--- src/rtl/instr_fetch_unit.sv ---
// Instruction fetch stage and IF/ID register: PC generation, imem req/ready handshake,
// one-entry skid buffer for decode back-pressure, and branch redirect / flush handling.
module instr_fetch_unit #(
    parameter logic [31:0] RESET_PC  = 32'h0000_0000,
    parameter logic [31:0] PC_STEP   = 32'd4,
    parameter logic [31:0] NOP_INSTR = 32'h0000_0013
) (
    input  logic        clk,
    input  logic        reset,
    output logic        imem_req,
    output logic [31:0] imem_addr,
    input  logic        imem_ready,
    input  logic [31:0] imem_rdata,
    input  logic        stall,
    input  logic        branch_taken,
    input  logic [31:0] branch_target,
    output logic        if_valid,
    output logic [31:0] pc_out,
    output logic [31:0] instruction
);

    typedef enum logic [1:0] {
        FETCH = 2'd0,
        DRAIN = 2'd1,
        HOLD  = 2'd2
    } state_t;

    localparam logic [31:0] ALIGN_MASK = 32'hFFFF_FFFC;

    function automatic logic [31:0] word_align(input logic [31:0] addr);
        return addr & ALIGN_MASK;
    endfunction

    state_t      state_q, state_d;
    logic [31:0] fetch_pc, fetch_pc_d;
    logic [31:0] pend_pc, pend_pc_d;
    logic [31:0] skid_pc_p1, skid_pc_d;
    logic [31:0] skid_instr_p1, skid_instr_d;
    logic        vld_p1, vld_d;
    logic [31:0] pc_p1, pc_d;
    logic [31:0] instr_p1, instr_d;

    logic        transfer;
    logic        can_load;
    logic        consumed;

    assign imem_req  = ((state_q == FETCH) || (state_q == DRAIN)) && !reset;
    assign imem_addr = word_align(fetch_pc);
    assign transfer  = imem_req && imem_ready;
    assign can_load  = !vld_p1 || !stall;
    assign consumed  = vld_p1 && !stall;

    assign if_valid    = vld_p1;
    assign pc_out      = pc_p1;
    assign instruction = instr_p1;

    always_comb begin
        state_d      = state_q;
        fetch_pc_d   = fetch_pc;
        pend_pc_d    = pend_pc;
        skid_pc_d    = skid_pc_p1;
        skid_instr_d = skid_instr_p1;
        vld_d        = vld_p1;
        pc_d         = pc_p1;
        instr_d      = instr_p1;

        // A redirect always empties IF/ID; a consumed entry with nothing behind it reads as NOP.
        if (branch_taken || (consumed && !(state_q == HOLD))) begin
            vld_d   = 1'b0;
            instr_d = NOP_INSTR;
        end

        case (state_q)
            FETCH: begin
                if (branch_taken) begin
                    if (transfer) begin
                        fetch_pc_d = word_align(branch_target);
                    end else begin
                        pend_pc_d = word_align(branch_target);
                        state_d   = DRAIN;
                    end
                end else if (transfer) begin
                    fetch_pc_d = fetch_pc + PC_STEP;
                    if (can_load) begin
                        vld_d   = 1'b1;
                        pc_d    = imem_addr;
                        instr_d = imem_rdata;
                    end else begin
                        skid_pc_d    = imem_addr;
                        skid_instr_d = imem_rdata;
                        state_d      = HOLD;
                    end
                end
            end
            DRAIN: begin
                // The outstanding response belongs to the squashed path and is dropped.
                if (branch_taken) begin
                    if (transfer) begin
                        fetch_pc_d = word_align(branch_target);
                        state_d    = FETCH;
                    end else begin
                        pend_pc_d = word_align(branch_target);
                    end
                end else if (transfer) begin
                    fetch_pc_d = pend_pc;
                    state_d    = FETCH;
                end
            end
            HOLD: begin
                if (branch_taken) begin
                    fetch_pc_d = word_align(branch_target);
                    state_d    = FETCH;
                end else if (!stall) begin
                    vld_d   = 1'b1;
                    pc_d    = skid_pc_p1;
                    instr_d = skid_instr_p1;
                    state_d = FETCH;
                end
            end
            default: begin
                state_d = FETCH;
            end
        endcase
    end

    // IF/ID stage boundary and fetch control state
    always_ff @(posedge clk) begin
        if (reset) begin
            state_q  <= FETCH;
            fetch_pc <= RESET_PC;
            vld_p1   <= 1'b0;
            pc_p1    <= 32'h0000_0000;
            instr_p1 <= NOP_INSTR;
        end else begin
            state_q  <= state_d;
            fetch_pc <= fetch_pc_d;
            vld_p1   <= vld_d;
            pc_p1    <= pc_d;
            instr_p1 <= instr_d;
        end
    end

    // Skid and pending-redirect payloads are only meaningful when HOLD/DRAIN says so.
    always_ff @(posedge clk) begin
        pend_pc       <= pend_pc_d;
        skid_pc_p1    <= skid_pc_d;
        skid_instr_p1 <= skid_instr_d;
    end

endmodule

--- config.mk ---
export PLATFORM = sky130hd
export DESIGN_NAME = instr_fetch_unit
export DESIGN_NICKNAME = d
export VERILOG_FILES = /design/src/rtl/instr_fetch_unit.sv
export SDC_FILE = /design/constraint.sdc
export NUM_CORES = 1
export LEC_CHECK = 0
export BUFFER_PORTS_ARGS = -buffer_cell sky130_fd_sc_hd__buf_4
export CAP_MARGIN = 40
export CELL_PAD_IN_SITES_DETAIL_PLACEMENT = 0
export CELL_PAD_IN_SITES_GLOBAL_PLACEMENT = 1
export CORE_MARGIN = 1
export CORE_UTILIZATION = 46
export DETAILED_ROUTE_END_ITERATION = 16
export PLACE_DENSITY = 0.84
export RECOVER_POWER = 25
export SLEW_MARGIN = 20
export SYNTH_ARGS = -nofsm -noshare
export SYNTH_HDL_FRONTEND = slang
export SYNTH_SLANG_ARGS = --single-unit
--- constraint.sdc ---
create_clock -name clk -period 12.23 [get_ports clk]
set_input_delay 2.446 -clock clk [delete_from_list [all_inputs] [get_ports clk]]
set_output_delay 2.446 -clock clk [all_outputs]
set_load 0.02 [all_outputs]
After elaboration in Yosys (flattened, before gate mapping)
Index checks and enable logic that the tools add are counted.

operators by class
  add/subtract/negate cells = 1
  equal/unequal tests = 14
  multiplexer cells = 35
  bitwise logic cells = 3
  reductions and logical operators = 20

operators with widths
  kind                     count
  $mux W32                 17
  $pmux W32 S2             2
  $pmux W32 S3             1
  $add A32 B3 Y32 const B  1
  $ne A3 B3 Y1 const B     5
  $mux W2                  7
  $ne A2 B2 Y1 const B     7
  $reduce_and A4 Y1        2
  $mux W1                  6
  $pmux W2 S3              1
  $reduce_and A6 Y1        1
  $reduce_and A5 Y1        1
  $logic_and A1 B1 Y1      4
  $logic_not A1 Y1         4
  $logic_or A1 B1 Y1       3
  $not A1 Y1               3
  $reduce_and A3 Y1        1
  $reduce_bool A3 Y1       1
  $eq A2 B1 Y1 const B     1
  $eq A2 B2 Y1 const B     1
  $logic_not A2 Y1         1
  $pmux W1 S2              1
  $reduce_bool A2 Y1       1
  $reduce_or A2 Y1         1

storage, ports and cells
  flip-flop bits (word level) = 191
  bits of input ports = 69
  output and inout port bits = 98
  word-level logic and storage cells = 81

Depth between registers and ports, before layout
Gate-level depths: netlist of the first run.

  depth in word-level cells = 9
  gate-level depth with buffers = 12

Worst setup path after synthesis of the first run
No wires, ideal clock.

  path type = input -> register
  start point = in imem_ready
  end point = reg skid_instr_p1[0], enable pin
  library setup time = 0.558 ns
  arrival = 7.477 ns
  required time = 11.672 ns
  setup slack = 4.195 ns
  stages on the path = 5
  buffers on the path = 2
  cells stage by stage = nor2b_1 > nand2_1 > buf_2 > buf_1 > nor3_1

between the ends
  cells in the longest elaborated chain, start to end = 2

RTL lines
  what                                RTL line  source
  from (decl)                         12        input logic imem_ready,
  $logic_and A1 B1 Y1                 49        assign transfer = imem_req && imem_ready;
  $reduce_and A4 Y1 (no source line)  --
  to (signal assigned)                147       skid_instr_p1 <= skid_instr_d;
  to (decl)                           38        logic [31:0] skid_instr_p1, skid_instr_d;

Every way passes these cells.
A chain may end at the register's enable or synchronous reset.

Worst setup path after layout of the first run
  start point = in reset
  end point = reg pc_p1[13], in the netlist pc_out[13]

between the ends
  cells in the longest elaborated chain, start to end = 5

RTL lines
  what                                RTL line  source
  from (decl)                         9         input logic reset,
  $logic_not A1 Y1                    47        assign imem_req = ((state_q == FETCH) || (state_q == DRAIN)) && !reset;
  $logic_and A1 B1 Y1                 47
  $logic_and A1 B1 Y1                 49
  $ne A2 B2 Y1 (no source line)       --
  $reduce_and A6 Y1 (no source line)  --
  to (signal assigned)                138       pc_p1 <= pc_d;
  to (decl)                           40        logic [31:0] pc_p1, pc_d;

Parallel ways exist; a longest one is shown, timed or not.

==> results.md, run 1 <==
* Status: finished, violations left
* Violations in the final reports: capacitance limit, slew limit
* Number of gates resized after CTS at 0
* Crit Path Class: primary input to register
* Synthesized area at 8850 µm²
* WL per Instance at 20.3 µm
* Power per cell area at 141 nW/µm²
* Synth top area share at 0.312
* Antenna violations before repair at 0
* CTS Buf Count at 17
* Fill count at 1727
* Max-slew headroom at -0.110
* Worst Skew at 0.0121 ns
* Die area at 19800 µm²
* Inst Count DP at 1258
* Final setup vio count at 0
* Clock transition at path regs at 0.07 ns
* Hold buffer count at cts at 0
* # port buffers at 160
* CP Launch Type: primary input
* Slowest cell on crit path: clkbuf_1
* Antenna diodes at 0
* # IOs at 167
* NumNets Final at 1116
* Hold Slack at 0.456 ns
* RSZ-0062 raised after global routing: no
* Mean Syn Cell Area at 9.62 µm²
* Die Span Y at 141 µm
* Primary FF master, synth: dfxtp_1
* Via Count at 7844
* CTS root buffer: clkbuf_16
* Leakage power at 3.69 nW
* Crit path buf inv count at 4
* First-pass GRT wire length at 40.7 mm
* Slew at the pin closest to its max-slew limit at 1.66 ns
* Dpl hpwl at 17.4 mm
* Critical path, cell by cell: buf_4 > clkbuf_1 > buf_12 > nor2b_1 > and3_1 > mux2_2 > and2_2 > buf_12 > nor2_1 > a211oi_1
* Share of layout cells above drive strength 1 at 0.190
* Setup TNS at 0 ns
* Clock network power share at 0.362
* Core box area at 18800 µm²
* H-tree depth at 4
* Residual DRC at 0
* CP max FO at 53
* Synth top area cells: edfxtp_1 31%, dfxtp_1 21%, nand2_1 5.2%
* Post-synth EDFFs at 92
* Post-Route WL at 26.2 mm
* Setup repair bufs after CTS at 0
* F_max at 181 MHz
* Max-slew violation count at 31
* WP data required at 12.55 ns
* Largest net degree at the start of global routing at 54
* Antenna viol nets, final at 0
* Grt total ovfl at 0
* Cell Count, Final, Fillers Out at 1290
* Max_cap viols at 1
* Post-synthesis cell count at 920
* Period minus WS final at 5.52 ns
* Hold Vio Cnt, Final at 0
* GRT Overall Usage at 0.266
* Initial Utilization at 0.472
* Ys Warns at 0
* CP endpoint kind: register
* CP delay by family, top: buffers and inverters
* Max incr delay on CP at 0.62 ns
* DR vias/cell at 6.08
* Cell mode on critical path: buf_12
* Seq pwr share at 0.484
* Area Overhead vs Synth at 21.2%
* Most frequent cell after synthesis: nand2_1
* Post-synth top cells: 123 x nand2_1, 95 x dfxtp_1, 92 x edfxtp_1
* Register area share after synthesis at 0.527
* FFs w/ async S/R, synth at 0
* DR pass1 iterations at 5
* Routability cong. at 0.889
* CTS tree: built
* Worst hold path type: register to register
* Std cell rows at 50
* Number of global-route vias before repair at 7146
* # clock sinks at 187
* VDD IR-drop max at 95.4 µV
* Yosys reg bits at 187
* DR iter-0 viols at 677
* Fin crit share at 0.452
* WP data arrival at 5.85 ns
* Psw at 0.000455 W
* Int Power at 0.00106 W
* Switching Share at 0.301
* Skew-Pair Late Insertion Delay at 0.43 ns
* CTS max path bufs at 2
* Leading area contributor after synthesis: edfxtp_1
* Final core utilization at 0.572
* Die X at 141 µm
* Number of distinct library cells after synthesis at 68
* Combinational share of power at 0.154
registers in the layout, indices dropped and copies added, names as in the netlist:
register and cells:
fetch_pc 30, if_valid 1, instruction 32, pend_pc 30, pc_out 30, state_q 2, skid_instr_p1 32, skid_pc_p1 30
cell type report:
class / count / area [µm²] / area share
Timing Repair Buffer: 182 / 1300 / 0.121
Inverter: 11 / 41.3 / 0.00385
Clock buffer: 18 / 439 / 0.0409
Sequential cell: 187 / 4660 / 0.435
Multi-Input combinational cell: 644 / 3850 / 0.359
Tap cell: 234 / 293 / 0.0273
Clock inverter: 14 / 146 / 0.0136
placed cells by master (no fill, tap or decap), drive strengths merged, types with 5 or more instances in the layout:
cell type  count
nor2          89
nand3         23
a22o          10
buf          119
and3           5
nand4          9
a21o           5
clkinv         7
clkbuf        81
dfxtp         95
or2            6
a31oi         20
a221oi        15
a222oi         5
a21oi         49
a2111oi        5
nand2        123
nand2b         6
mux2i         36
a211oi        41
edfxtp        92
o21ai         73
inv           18
a22oi         24
nor4           8
a311oi         7
nor3          14
cell families after synthesis:
group	after synthesis	synth area share
AO/OA/AOI/OAI	292	0.223
buffers and inverters	92	0.0434
AND/OR/NAND/NOR	304	0.155
other	1	0.000424
adder cells (fa/ha/maj)	4	0.00565
flip-flops	187	0.527
multiplexers	40	0.0458
routing by layer:
metal | GRT usage | up-vias | part of all wire
li1 | - | 3725 | -
met1 | 0.386 | 3746 | 0.46
met2 | 0.407 | 333 | 0.45
met3 | 0.0428 | 40 | 0.070
met4 | 0.0778 | 0 | 0.020
met5 | 0 | - | 0
power by group through the flow:
stage	Sequential [W]	Clock (W)	Combinational (W)
after floorplan	0.000748	0	0.000125
after global placement	0.000743	0	0.000230
after detailed placement	0.000744	0	0.000237
after CTS	0.000730	0.000556	0.000237
after global routing	0.000736	0.000581	0.000253
final	0.000731	0.000546	0.000233
worst reg2reg max path, stage by stage (launching register included):
cell	delay, ns
dfxtp_1	0.35
inv_1	0.10
ha_1	0.16
buf_4	0.38
or2_1	0.32
and3_1	0.46
mux2_2	0.30
and2_2	0.39
buf_12	0.27
nor2_1	0.09
a211oi_1	0.21
worst paths after layout:
path | end | start | cells after the start | slack (ns)
setup / recovery | pc_out[13] | reset | 10 | 6.71
hold / removal | instruction[20] | instruction[20] | 2 | 0.46
setup reg to reg | pc_out[13] | state_q[1] | 10 | 9.11
hold reg to reg | instruction[20] | instruction[20] | 2 | 0.46
metrics by stage:
step | total power [W] | setup slack, ns | cell area, µm²
6_report | 0.00151 | 6.71 | 10700
5_1_grt | 0.00157 | 6.48 | 10700
4_1_cts | 0.00152 | 6.87 | 10900
3_5_place_dp | 0.000981 | 6.87 | 10300
3_3_place_gp | 0.000973 | 6.42 | 10100
2_1_floorplan | 0.000874 | 4.19 | 8860
Note: power is estimated with default switching activity, not from simulation.
==> run 2, diff against run 1 <==
--- a/config.mk
+++ b/config.mk
@@ -10,9 +10,9 @@
 export CELL_PAD_IN_SITES_DETAIL_PLACEMENT = 0
 export CELL_PAD_IN_SITES_GLOBAL_PLACEMENT = 1
 export CORE_MARGIN = 1
-export CORE_UTILIZATION = 46
+export CORE_UTILIZATION = 38
 export DETAILED_ROUTE_END_ITERATION = 16
-export PLACE_DENSITY = 0.84
+export PLACE_DENSITY = 0.74
 export RECOVER_POWER = 25
 export SLEW_MARGIN = 20
 export SYNTH_ARGS = -nofsm -noshare
==> constraint.sdc (replaced) <==
create_clock -name clk -period 4.92 [get_ports clk]
set_input_delay 0.984 -clock clk [delete_from_list [all_inputs] [get_ports clk]]
set_output_delay 0.984 -clock clk [all_outputs]
set_load 0.02 [all_outputs]
==> run 2 against run 1 <==
  * The run now ends clean
  * Non-clock buffer count increased by 3
  * Register-to-register slack worse by 7.3 ns
  * Hold slack worse by 0.0015 ns
  * Cell area grew 0.84%
  * Critical path depth fell by 2
  * Clock skew barely moved
  * Die area rose by 21%
  * Largest power group unchanged
  * Highest routed layer unchanged
==> results.md, run 2 (synthesis gave the netlist of run 1 again) <==
* Status: completed
* Residual DRC at 0
* # IOs at 167
* Overall power at 0.00378 W
* Critical path, cell by cell: buf_4 > nor2b_1 > and3_1 > mux2_2 > and2_2 > buf_12 > nor2_1 > a211oi_1
* Clock transition at path regs at 0.07 ns
* F_max at 309 MHz
* Grt met1 use at 0.327
* CTS root buffer: clkbuf_16
* Die Span Y at 155 µm
* H-tree depth at 4
* Met3 GRT Util at 0.0370
* Core box area at 22700 µm²
* Setup repair bufs after CTS at 0
* CP endpoint kind: register
* Crit Path Class: primary input to register
* DR vias/cell at 5.74
* Setup TNS at 0 ns
* Post-Route WL at 27.1 mm
* Number of global-route vias before repair at 7053
* Most frequent cells in the layout: 123 x nand2_1, 117 x buf_4, 95 x dfxtp_1
* DR pass1 iterations at 5
* Max-slew violation count at 0
* CTS tree: built
* Die area at 23900 µm²
* Antenna viol nets, final at 0
* Antenna violations before repair at 0
* CP max FO at 32
* First-pass GRT wire length at 41.5 mm
* Leakage power at 3.70 nW
* Initial Utilization at 0.390
* Period minus WS final at 3.23 ns
* Most common cell after layout, fill and taps aside: nand2_1
* RSZ-0062 raised after global routing: no
* Skew-Pair Late Insertion Delay at 0.44 ns
* Final setup vio count at 0
* Hold Vio Cnt, Final at 0
* Slew at the pin closest to its max-slew limit at 0.897 ns
* Std cell rows at 55
* DR iter-0 viols at 658
* VDD IR-drop max at 224 µV
* Fin crit share at 0.657
* WP data arrival at 3.58 ns
* Hold buffer count at cts at 0
* Worst hold path type: register to register
* Max incr delay on CP at 0.58 ns
* Busiest layer in global routing: met2
* GRT Overall Usage at 0.226
* GR Util met2 at 0.347
* Slowest cell on crit path: and2_2
* Number of gates resized after CTS at 0
* Max_cap viols at 0
* Routability cong. at 0.862
* WL per Instance at 20.2 µm
* Dpl hpwl at 18.4 mm
* NumNets Final at 1119
* Antenna diodes at 0
* CTS Buf Count at 17
* Power per cell area at 350 nW/µm²
* Grt total ovfl at 0
* # clock sinks at 187
* Share of layout cells above drive strength 1 at 0.195
* CP Launch Type: primary input
* Max-slew headroom at 0.396
* Worst Skew at 0.0117 ns
* Area Overhead vs Synth at 22.2%
* WP data required at 5.27 ns
* CTS max path bufs at 2
* # port buffers at 160
* Via Count at 7721
* Die X at 155 µm
* Largest net degree at the start of global routing at 63
==> run 2: area by class of cell <==
type                       instances  area, µm²
fill                            2196      11900
sequential                       187       4660
clock buffer                      18        429
tap                              285        357
multi-input combinational        644       3850
timing repair buffer             185       1320
clock inverter                    14        151
inverter                          11       41.3
==> run 2: per-layer routing <==
| layer | up-vias | share of wire |
|---|---|---|
| li1 | 3721 | - |
| met1 | 3694 | 0.46 |
| met2 | 279 | 0.46 |
| met3 | 27 | 0.064 |
| met4 | 0 | 0.013 |
| met5 | - | 0 |
==> run 2: power breakdown <==
part / internal (W) / total [W] / switching, W / leakage [nW]
clock network: 0.000720 / 0.00137 / 0.000653 / 0.283
logic: 0.000225 / 0.000588 / 0.000363 / 1.79
registers: 0.00171 / 0.00182 / 0.000110 / 1.63
==> run 2: final timing paths <==
kind,to,cells past startpoint,slack (ns),startpoint
max,pc_out[2],8,1.69,reset
min,instruction[5],2,0.45,instruction[5]
min reg2reg,instruction[5],2,0.45,instruction[5]
max reg2reg,pc_out[2],9,1.79,state_q[0]
==> run 2: worst max-delay path: cells and delay by family <==
family / cells / cell delay, ns
muxes: 1 / 0.29
buffers and inverters: 2 / 0.47
AOI/OAI and AO/OA: 1 / 0.20
and+or+nand+nor: 4 / 1.60
==> run 2: per-stage QoR <==
step | util | area [µm²] | std cells | hold slack (ns) | worst slack (ns)
6_report | 0.476 | 10800 | 1344 | 0.454 | 1.69
5_1_grt | 0.476 | 10800 | 1344 | 0.474 | 1.41
4_1_cts | 0.482 | 10900 | 1344 | 0.459 | 1.70
3_5_place_dp | 0.457 | 10400 | 1312 | 0.443 | 1.25
3_3_place_gp | 0.453 | 10300 | 1307 | 0.438 | 1.24
2_1_floorplan | - | 8870 | 923 | 0.477 | 0.243
